==> config.mk <==
export PLATFORM = sky130hd
export DESIGN_NAME = cic_interp_param_flat
export DESIGN_NICKNAME = d
export VERILOG_FILES = /design/src/rtl/cic_interp_param_if.sv /design/src/rtl/cic_interp_param.sv /design/src/flat_wrapper.sv
export SDC_FILE = /design/constraint.sdc
export NUM_CORES = 1
export LEC_CHECK = 0
export ABC_AREA = 0
export CAP_MARGIN = 20
export CORE_UTILIZATION = 25
export DETAILED_ROUTE_END_ITERATION = 6
export GPL_TIMING_DRIVEN = 1
export PLACE_DENSITY = 0.38
export SETUP_SLACK_MARGIN = 0.05
export SYNTH_ARGS = -nofsm -noshare
export SYNTH_HDL_FRONTEND = slang
export SYNTH_SLANG_ARGS = --single-unit
==> constraint.sdc <==
create_clock -name clk -period 5.4 [get_ports clk]
set_clock_uncertainty 0.05 [all_clocks]
set_input_delay 1.35 -clock clk [delete_from_list [all_inputs] [get_ports clk]]
set_output_delay 1.35 -clock clk [all_outputs]
set_load 0.05 [all_outputs]
==> src/rtl/cic_interp_param_if.sv <==
// cic_interp_param_if
//   Sample stream bundle for cic_interp_param.
//   i_data   : signed input sample (Win bits), source -> block
//   val_in   : input valid, source -> block
//   in_ready : block can accept a sample this cycle, block -> source
//   o_data   : signed registered output sample (Wout bits), block -> sink
//   val_out  : o_data valid, block -> sink
//   modport slave  : the interpolator side
//   modport master : the sample source / sink side
interface cic_interp_param_if #(
  parameter int Win  = 16,
  parameter int Wout = 16
);
  logic signed [Win-1:0]  i_data;
  logic                   val_in;
  logic                   in_ready;
  logic signed [Wout-1:0] o_data;
  logic                   val_out;

  modport slave (
    input  i_data, val_in,
    output in_ready, o_data, val_out
  );

  modport master (
    output i_data, val_in,
    input  in_ready, o_data, val_out
  );
endinterface

==> src/rtl/cic_interp_param.sv <==
// cic_interp_param
//   Parametrised CIC interpolator: N combs at the input rate, zero-stuffing
//   by R, N integrators at the output rate, round-half-up right shift by
//   SHIFT, then narrowing to Wout bits.
//   Build option: define CIC_SAT_EN to clip the rounded result to the Wout
//   signed range; otherwise the result is truncated (two's-complement wrap).
// Ports
//   clk : clock, rising edge
//   rst : synchronous reset, active low
//   bus : cic_interp_param_if.slave (i_data/val_in in, in_ready/o_data/val_out out)
module cic_interp_param #(
  parameter int Win   = 16,
  parameter int Wout  = 16,
  parameter int N     = 3,
  parameter int R     = 8,
  parameter int Wg    = 8,
  parameter int SHIFT = 6
) (
  input  logic              clk,
  input  logic              rst,
  cic_interp_param_if.slave bus
);

  localparam int Wc   = Win + N;
  localparam int Wacc = Win + Wg;
  localparam int Wr   = Wacc + 1;
  localparam int PW   = (R > 1) ? $clog2(R) : 1;

  // HALF is zero when SHIFT=0, so the rounding add vanishes.
  localparam logic signed [Wr-1:0] HALF = Wr'((64'(1) << SHIFT) >> 1);
  localparam logic signed [Wr-1:0] OMAX = Wr'((64'(1) << (Wout - 1)) - 64'(1));
  localparam logic signed [Wr-1:0] OMIN = ~OMAX;

  typedef enum logic {IDLE, RUN} state_t;

  state_t                 state_q;
  logic [PW-1:0]          phase_q;
  logic                   ready_q;
  logic                   accept;
  logic signed [Wc-1:0]   comb_q [N];
  logic signed [Wc-1:0]   comb_d [N+1];
  logic signed [Wc-1:0]   hold_q;
  logic signed [Wacc-1:0] int_q [N];
  logic signed [Wacc-1:0] stuff_d;
  logic [N:0]             vld_q;
  logic signed [Wout-1:0] out_q;
  logic signed [Wout-1:0] out_d;
  logic signed [Wr-1:0]   rnd_d;
  logic signed [Wr-1:0]   r_d;

  // ready_q is the registered FSM output; gating with rst forces it low
  // while reset is held and lets it show 1 immediately after release.
  assign bus.in_ready = rst & ready_q;
  assign accept       = bus.val_in & bus.in_ready;
  assign bus.o_data   = out_q;
  assign bus.val_out  = vld_q[N];

  always_comb begin
    comb_d[0] = Wc'(bus.i_data);
    for (int unsigned k = 0; k < N; k++) begin
      comb_d[k+1] = comb_d[k] - comb_q[k];
    end
  end

  assign stuff_d = (state_q == RUN && phase_q == '0) ? Wacc'(hold_q) : '0;

  always_ff @(posedge clk) begin
    if (!rst) begin
      state_q <= IDLE;
      phase_q <= '0;
      ready_q <= 1'b1;
    end else begin
      case (state_q)
        IDLE: begin
          if (accept) begin
            state_q <= RUN;
            phase_q <= '0;
            ready_q <= 1'b0;
          end
        end
        RUN: begin
          if (phase_q == PW'(R - 1)) begin
            phase_q <= '0;
            if (accept) begin
              ready_q <= 1'b0;
            end else begin
              state_q <= IDLE;
              ready_q <= 1'b1;
            end
          end else begin
            phase_q <= phase_q + 1'b1;
            ready_q <= (phase_q == PW'(R - 2));
          end
        end
        default: begin
          state_q <= IDLE;
          phase_q <= '0;
          ready_q <= 1'b1;
        end
      endcase
    end
  end

  always_ff @(posedge clk) begin
    if (!rst) begin
      for (int unsigned k = 0; k < N; k++) begin
        comb_q[k] <= '0;
        int_q[k]  <= '0;
      end
      hold_q <= '0;
      vld_q  <= '0;
      out_q  <= '0;
    end else begin
      if (accept) begin
        for (int unsigned k = 0; k < N; k++) begin
          comb_q[k] <= comb_d[k];
        end
        hold_q <= comb_d[N];
      end
      int_q[0] <= int_q[0] + stuff_d;
      for (int unsigned k = 1; k < N; k++) begin
        int_q[k] <= int_q[k] + int_q[k-1];
      end
      vld_q <= {vld_q[N-1:0], (state_q == RUN)};
      // Output register loads only for valid samples so o_data holds between bursts.
      if (vld_q[N-1]) begin
        out_q <= out_d;
      end
    end
  end

  always_comb begin
    rnd_d = Wr'(int_q[N-1]) + HALF;
    r_d   = rnd_d >>> SHIFT;
`ifdef CIC_SAT_EN
    if (r_d > OMAX) begin
      out_d = Wout'(OMAX);
    end else if (r_d < OMIN) begin
      out_d = Wout'(OMIN);
    end else begin
      out_d = Wout'(r_d);
    end
`else
    out_d = Wout'(r_d);
`endif
  end

endmodule

==> src/flat_wrapper.sv <==
// flat-port wrapper written by rule: the top's interface ports become plain ports
module cic_interp_param_flat 
#(
  parameter int Win   = 16,
  parameter int Wout  = 16,
  parameter int N     = 3,
  parameter int R     = 8,
  parameter int Wg    = 8,
  parameter int SHIFT = 6
)
  (clk, rst, bus_i_data, bus_val_in, bus_in_ready, bus_o_data, bus_val_out);
  cic_interp_param_if #(.Win(Win), .Wout(Wout)) bus_i ();
  input  logic clk;
  input  logic rst;
  input wire logic [$bits(bus_i.i_data)-1:0] bus_i_data;
  input wire logic [$bits(bus_i.val_in)-1:0] bus_val_in;
  output wire logic [$bits(bus_i.in_ready)-1:0] bus_in_ready;
  output wire logic [$bits(bus_i.o_data)-1:0] bus_o_data;
  output wire logic [$bits(bus_i.val_out)-1:0] bus_val_out;
  assign bus_i.i_data = bus_i_data;
  assign bus_i.val_in = bus_val_in;
  assign bus_in_ready = bus_i.in_ready;
  assign bus_o_data = bus_i.o_data;
  assign bus_val_out = bus_i.val_out;
  cic_interp_param #(.Win(Win), .Wout(Wout), .N(N), .R(R), .Wg(Wg), .SHIFT(SHIFT)) u_core (.clk(clk), .rst(rst), .bus(bus_i));
endmodule
==> flow_metrics.env, run 1 <==
export IMPL_status="finished clean"
export IMPL_hpwl_um=16320
export IMPL_relSlewSlack_pct=51.51
export IMPL_drive_above_1_share_pct=17.60
export IMPL_place_area_um2=12580
export IMPL_die_height_um=208.7
export IMPL_cp_required_ns=5.68
export IMPL_rows=75
export IMPL_max_stage_delay_ns=0.37
export IMPL_post_place_ws_ns=-0.9833
export IMPL_final_area_um2=13620
export IMPL_core_um2=42040
export IMPL_p_total_uw=5430
export IMPL_grt_total_usage_pct=10.88
export IMPL_vias=8159
export IMPL_final_cell_mix="nor2_1 (128), buf_4 (128), ha_1 (110), dfxtp_1 (110), inv_1 (86)"
export IMPL_cts_max_level=4
export IMPL_syn_instance_count=1192
export IMPL_reg2reg_to="u_core.hold_q[17]"
export IMPL_slew_violations=0
export IMPL_hp_class="flip-flop to flip-flop"
export IMPL_worst_pin_slew_ns=0.7091
export IMPL_firstDrtPassIters=4
export IMPL_diodes=0
export IMPL_synthTopCellsByArea="dfxtp_1 (21%), edfxtp_1 (15%), ha_1 (14%)"
export IMPL_antenna_found_initial=1
export IMPL_clock_sinks=164
export IMPL_cts_root_buf="clkbuf_16"
export IMPL_synth_edf_count=54
export IMPL_grt_first_pass_wirelength_um=38460
export IMPL_totalWireLength_um=21980
export IMPL_yosysTopAreaCell="dfxtp_1"
export IMPL_setup_violations=0
export IMPL_grt_pass1_vias=8308
export IMPL_period_share_pct=97.86
export IMPL_ys_types=62
export IMPL_drc=0
export IMPL_cts_tree="yes"
export IMPL_reg2reg_from="u_core.comb_q[0][1]"
export IMPL_clock_path_buffers=2
export IMPL_grt_overflow_total=0
export IMPL_worst_slack_ns=0.1158
export IMPL_seq_area_frac_synth_pct=35.79
export IMPL_first_iter_violations=243
export IMPL_crit_type="primary input to flip-flop"
export IMPL_start_kind="primary input"
export IMPL_endpoint_kind="flip-flop"
export IMPL_boundaryPins=37
export IMPL_cp_max_fo=3
export IMPL_start_util_pct=25.41
export IMPL_final_min_clock_period_ns=5.284
export IMPL_max_freq_mhz=189.2
export IMPL_syn_nets=1337
export IMPL_cap_viol_max_count=0
export IMPL_die_w_um=208.7
export IMPL_io_buffers=36
export IMPL_peakVddDrop_v=0.0002474
export IMPL_fp_dieArea_um2=43570
export IMPL_drtAntennaViolNets=0
export IMPL_gp_congestion=0.7824
export IMPL_wl_per_cell_um=11.55
export IMPL_p_leak_uw=0.005851
export IMPL_ys_ff_latch=164
export IMPL_utilization_pct=32.40
export IMPL_yosys_warnings=0
export IMPL_synth_main_ff_cell="dfxtp_1"
export IMPL_rsz0062_at_grt="true"
export IMPL_grt_max_degree=50
export IMPL_synth_top_area_share_pct=20.61
export IMPL_syn2layout_area_growth_pct=27.47
export IMPL_numCtsBuffers=17
export IMPL_cts_clk_slew_worst_paths_ns=0.07
export IMPL_hold_viol=0
export IMPL_rr_worst_depth=25
export IMPL_critPathLaunch="bus_i_data[1]"
export IMPL_viasPerCell=4.287
export IMPL_postSynth_asyncResetShare_pct=0
export IMPL_endpoint="u_core.hold_q[17]"
export IMPL_worstPathArrival_ns=5.57
export IMPL_slowest_stage="o41ai_4"
export IMPL_clk_latency_ns=0.46
export IMPL_netlist_area_um2=10680
export IMPL_final_nets=1496
export IMPL_ctsHoldBuffers=0
export IMPL_r2r_slack_ns=0.65
export IMPL_p_per_area_nw_per_um2=398.7
export IMPL_synth_area_per_cell_um2=8.963
## sequential cells by signal (all words and copies together) (netlist names)
name               flops
u_core.bus.o_data     16
u_core.hold_q         19
u_core.phase_q         3
u_core.vld_q           4
u_core.ready_q         1
u_core.comb_q         54
u_core.state_q         1
u_core.int_q          66
## cell families (layout without fill, tap and decap cells)
family | Yosys count | count (layout) | synth area share [%]
multiplexers | 5 | 5 | 0.4685
AND/OR/NAND/NOR | 407 | 407 | 19.22
buffers and inverters | 115 | 287 | 4.040
flip-flops | 164 | 164 | 35.79
adder cells (fa/ha/maj) | 126 | 126 | 15.18
XOR/XNOR | 98 | 98 | 8.034
AO/OA/AOI/OAI | 277 | 277 | 17.27
## worst min path at each step
stage                     cells after the start  slack [ns]       startpoint               to
after global routing                          1        0.42  u_core.vld_q[1]  u_core.vld_q[2]
after global placement                        1        0.38  u_core.vld_q[0]  u_core.vld_q[1]
after floorplan                               1        0.36  u_core.vld_q[0]  u_core.vld_q[1]
final                                         1        0.39  u_core.vld_q[1]  u_core.vld_q[2]
after CTS                                     1        0.40  u_core.vld_q[1]  u_core.vld_q[2]
after detailed placement                      1        0.38  u_core.vld_q[1]  u_core.vld_q[2]
## cell usage after synthesis (12+ instances only)
cell type	count
a211oi_1	20
clkbuf_1	23
and2_1	71
ha_1	120
dfxtp_1	110
and3_1	18
o21ai_0	53
a21o_1	27
nand2_1	40
nor3_1	32
xnor2_1	49
nand2b_1	21
nor2b_1	24
o21a_1	21
xor2_1	49
nand3_1	35
o21ai_1	12
a21oi_1	74
inv_1	88
edfxtp_1	54
nor2_1	135
## critical path: cells and delay by family
kind	cells	cell delay [ns]
AND/OR/NAND/NOR	4	0.54
buffers and inverters	4	0.49
XOR/XNOR	3	0.49
AO/OA/AOI/OAI	11	1.81
adder cells (fa/ha/maj)	3	0.89
## routing by layer
metal / share of wire, % / track usage (%) / up-vias
met5: 0 / 0 / -
met4: 1.7 / 3.753 / 0
met3: 2.5 / 2.660 / 23
met2: 48 / 19.17 / 61
met1: 47 / 12.80 / 3554
li1: - / - / 4521
## per-stage QoR
| stage | hold WS [ns] | instances | setup TNS (ns) |
|---|---|---|---|
| floorplan | 0.3619 | 1192 | 0 |
| global placement | 0.3785 | 1855 | -7.357 |
| detailed placement | 0.3815 | 1855 | -7.921 |
| CTS | 0.3975 | 1892 | 0 |
| global route | 0.4196 | 1903 | -0.3238 |
| finish | 0.3905 | 1903 | 0 |
## area by class of cell
| class | count | area (µm²) |
|---|---|---|
| sequential | 164 | 3824 |
| multi-input combinational | 913 | 6804 |
| clock inverter | 11 | 115.1 |
| inverter | 88 | 342.8 |
| tap | 539 | 674.4 |
| clock buffer | 21 | 471.7 |
| timing repair buffer | 167 | 1388 |
| fill | 4437 | 28420 |
## what timing repair did
item                       4_1_cts  5_1_grt
setup endpoints to repair        9        7
buffers inserted                 5       11
gates resized for setup         29       49
pin swaps                       26       61
## power breakdown
part,switching [µW],internal (µW),total [µW]
clock,553,685,1240
sequential,95.5,1450,1550
combinational,1230,1410,2640
total,1880,3550,5430
No activity file was read; power rests on OpenSTA's default activity.
==> inputs of run 2 (changes only) <==
--- a/config.mk
+++ b/config.mk
@@ -9,8 +9,8 @@
 export CAP_MARGIN = 20
 export CORE_UTILIZATION = 25
 export DETAILED_ROUTE_END_ITERATION = 6
-export GPL_TIMING_DRIVEN = 1
 export PLACE_DENSITY = 0.38
+export RECOVER_POWER = 100
 export SETUP_SLACK_MARGIN = 0.05
 export SYNTH_ARGS = -nofsm -noshare
 export SYNTH_HDL_FRONTEND = slang
==> run 2 against run 1 <==
The run now ends with max-capacitance violations, max-slew violations left. Sequential share of layout area barely moved. Register-to-register slack barely moved. Core utilization barely moved. Sequential power barely moved. Fmax did not move. Final cell count did not move. Critical endpoint unchanged.
==> flow_metrics.env, run 2 (synthesis results as in run 1) <==
export IMPL_status="finished, violations left"
export IMPL_violations="max-capacitance violations, max-slew violations"
export IMPL_syn2layout_area_growth_pct=27.43
export IMPL_cts_root_buf="clkbuf_16"
export IMPL_rr_worst_depth=25
export IMPL_hpwl_um=16320
export IMPL_fillers=4439
export IMPL_worst_slack_ns=0.1158
export IMPL_rows=75
export IMPL_reg2reg_to="u_core.hold_q[17]"
export IMPL_viasPerCell=4.287
export IMPL_final_cell_mix="nor2_1 (128), buf_4 (127), ha_1 (110), dfxtp_1 (110), inv_1 (87)"
export IMPL_wl_per_cell_um=11.55
export IMPL_grt_overflow_total=0
export IMPL_max_freq_mhz=189.2
export IMPL_post_place_ws_ns=-0.9833
export IMPL_dp_cells=1855
export IMPL_cp_max_fo=3
export IMPL_numCtsBuffers=17
export IMPL_largest_register_ffs=66
export IMPL_crit_type="primary input to flip-flop"
export IMPL_largest_register="u_core.int_q"
export IMPL_cts_tree="yes"
export IMPL_totalWireLength_um=21970
export IMPL_cts_clk_slew_worst_paths_ns=0.07
export IMPL_reg2reg_from="u_core.comb_q[0][1]"
export IMPL_hp_class="flip-flop to flip-flop"
export IMPL_clock_path_buffers=2
export IMPL_gp_congestion=0.7824
export IMPL_diodes=0
export IMPL_slew_violations=44
export IMPL_first_iter_violations=228
export IMPL_io_buffers=36
export IMPL_die_height_um=208.7
export IMPL_p_leak_uw=0.005844
export IMPL_grt_max_degree=50
export IMPL_worst_pin_slew_ns=2.196
export IMPL_rsz0062_at_grt="true"
export IMPL_final_nets=1496
export IMPL_worstPathArrival_ns=5.57
export IMPL_final_common_cell="nor2_1"
export IMPL_largestRegisters="u_core.int_q x66, u_core.comb_q x54, u_core.hold_q x19"
export IMPL_peakVddDrop_v=0.0002474
export IMPL_cp_required_ns=5.68
export IMPL_clock_sinks=164
export IMPL_place_area_um2=12580
export IMPL_clk_latency_ns=0.46
export IMPL_final_area_um2=13610
export IMPL_final_cells=1903
export IMPL_critPathLaunch="bus_i_data[1]"
export IMPL_vias=8159
export IMPL_antenna_found_initial=1
export IMPL_start_util_pct=25.41
export IMPL_r2r_slack_ns=0.65
export IMPL_grt_first_pass_wirelength_um=38460
export IMPL_drc=0
export IMPL_drive_above_1_share_pct=17.38
export IMPL_boundaryPins=37
export IMPL_firstDrtPassIters=4
export IMPL_start_kind="primary input"
export IMPL_p_per_area_nw_per_um2=398.8
export IMPL_drtAntennaViolNets=0
export IMPL_cap_viol_max_count=1
export IMPL_final_min_clock_period_ns=5.284
export IMPL_grt_total_usage_pct=10.88
export IMPL_period_share_pct=97.86
export IMPL_core_um2=42040
export IMPL_die_w_um=208.7
export IMPL_setup_violations=0
export IMPL_endpoint_kind="flip-flop"
export IMPL_hold_viol=0
export IMPL_cts_max_level=4
export IMPL_relSlewSlack_pct=-46.37
export IMPL_endpoint="u_core.hold_q[17]"
export IMPL_fp_dieArea_um2=43570
export IMPL_grt_pass1_vias=8308
## run 2: cell count changes in the layout (fill, tap and decap cells not counted)
cell / delta
buf_4: -1
inv_2: -1
inv_1: +1
and2_0: +2
and2_1: -2
clkbuf_1: +2
buf_2: -1
## run 2: area by class of cell
type / count / area, µm² / area share, %
Multi-Input combinational cell: 913 / 6804 / 49.98
Sequential cell: 164 / 3824 / 28.09
Timing Repair Buffer: 167 / 1383 / 10.16
Tap cell: 539 / 674.4 / 4.954
Clock buffer: 21 / 471.7 / 3.465
Inverter: 88 / 342.8 / 2.518
Clock inverter: 11 / 115.1 / 0.8455
## run 2: how the worst min path moves through the flow
stage,endpoint,slack [ns],startpoint,cells after the start
after global placement,u_core.vld_q[1],0.38,u_core.vld_q[0],1
final,u_core.vld_q[2],0.39,u_core.vld_q[1],1
after floorplan,u_core.vld_q[1],0.36,u_core.vld_q[0],1
after CTS,u_core.vld_q[2],0.40,u_core.vld_q[1],1
after global routing,u_core.vld_q[2],0.42,u_core.vld_q[1],1
after detailed placement,u_core.vld_q[2],0.38,u_core.vld_q[1],1
## run 2: metrics by stage
| step | util (%) | power (µW) | TNS [ns] | hold slack [ns] |
|---|---|---|---|---|
| 6_report | 32.38 | 5430 | 0 | 0.3905 |
| 5_1_grt | 32.38 | 5890 | -0.3238 | 0.4196 |
| 4_1_cts | 31.63 | 5351 | 0 | 0.3975 |
| 3_5_place_dp | 29.93 | 4015 | -7.921 | 0.3815 |
| 3_3_place_gp | 29.93 | 4008 | -7.357 | 0.3785 |
| 2_1_floorplan | - | 3149 | 0 | 0.3619 |
## run 2: worst max-delay path, stage by stage
cell and delay (ns):
buf_8 0.10, ha_4 0.25, nor2b_4 0.14, o21ai_4 0.08
a21boi_4 0.14, o21ai_2 0.09, a21boi_2 0.20, nor2_2 0.06
o21ai_2 0.12, xor2_1 0.23, ha_1 0.31, buf_4 0.15
and3_4 0.17, and3_4 0.17, a211o_1 0.26, a21oi_2 0.17
xnor2_2 0.10, ha_1 0.33, a21o_1 0.20, buf_6 0.13
buf_12 0.11, o41ai_4 0.37, o21ai_1 0.11, xnor2_1 0.16
o21ai_1 0.07
## run 2: what timing repair did
item / CTS / global route
endpoints found under the hold margin: 0 / 0
gates resized for setup: 29 / 49
pin swaps: 26 / 61
endpoints found under the setup margin: 9 / 7
setup buffers: 5 / 11
hold buffers: 0 / 0
## run 2: layer usage
metal  up-vias  track usage [%]  wire [µm]
met1      3558            12.80      10390
met2        59            19.17      10660
li1       4519                -          -
met4         0            3.753        374
met3        23            2.660        551
met5         -                0          0
## run 2: power breakdown
part | switching, µW | internal (µW) | total (µW)
Clock | 552 | 685 | 1240
Sequential | 95.5 | 1450 | 1550
Combinational | 1230 | 1410 | 2640
Total | 1880 | 3550 | 5430
==> inputs of run 3 (changes only) <==
--- a/config.mk
+++ b/config.mk
@@ -12,6 +12,7 @@
 export PLACE_DENSITY = 0.38
 export RECOVER_POWER = 100
 export SETUP_SLACK_MARGIN = 0.05
+export SKIP_LAST_GASP = 1
 export SYNTH_ARGS = -nofsm -noshare
 export SYNTH_HDL_FRONTEND = slang
 export SYNTH_SLANG_ARGS = --single-unit
==> results of run 3 <==
No change in the layout: final DEF, timing and power equal those of run 2.
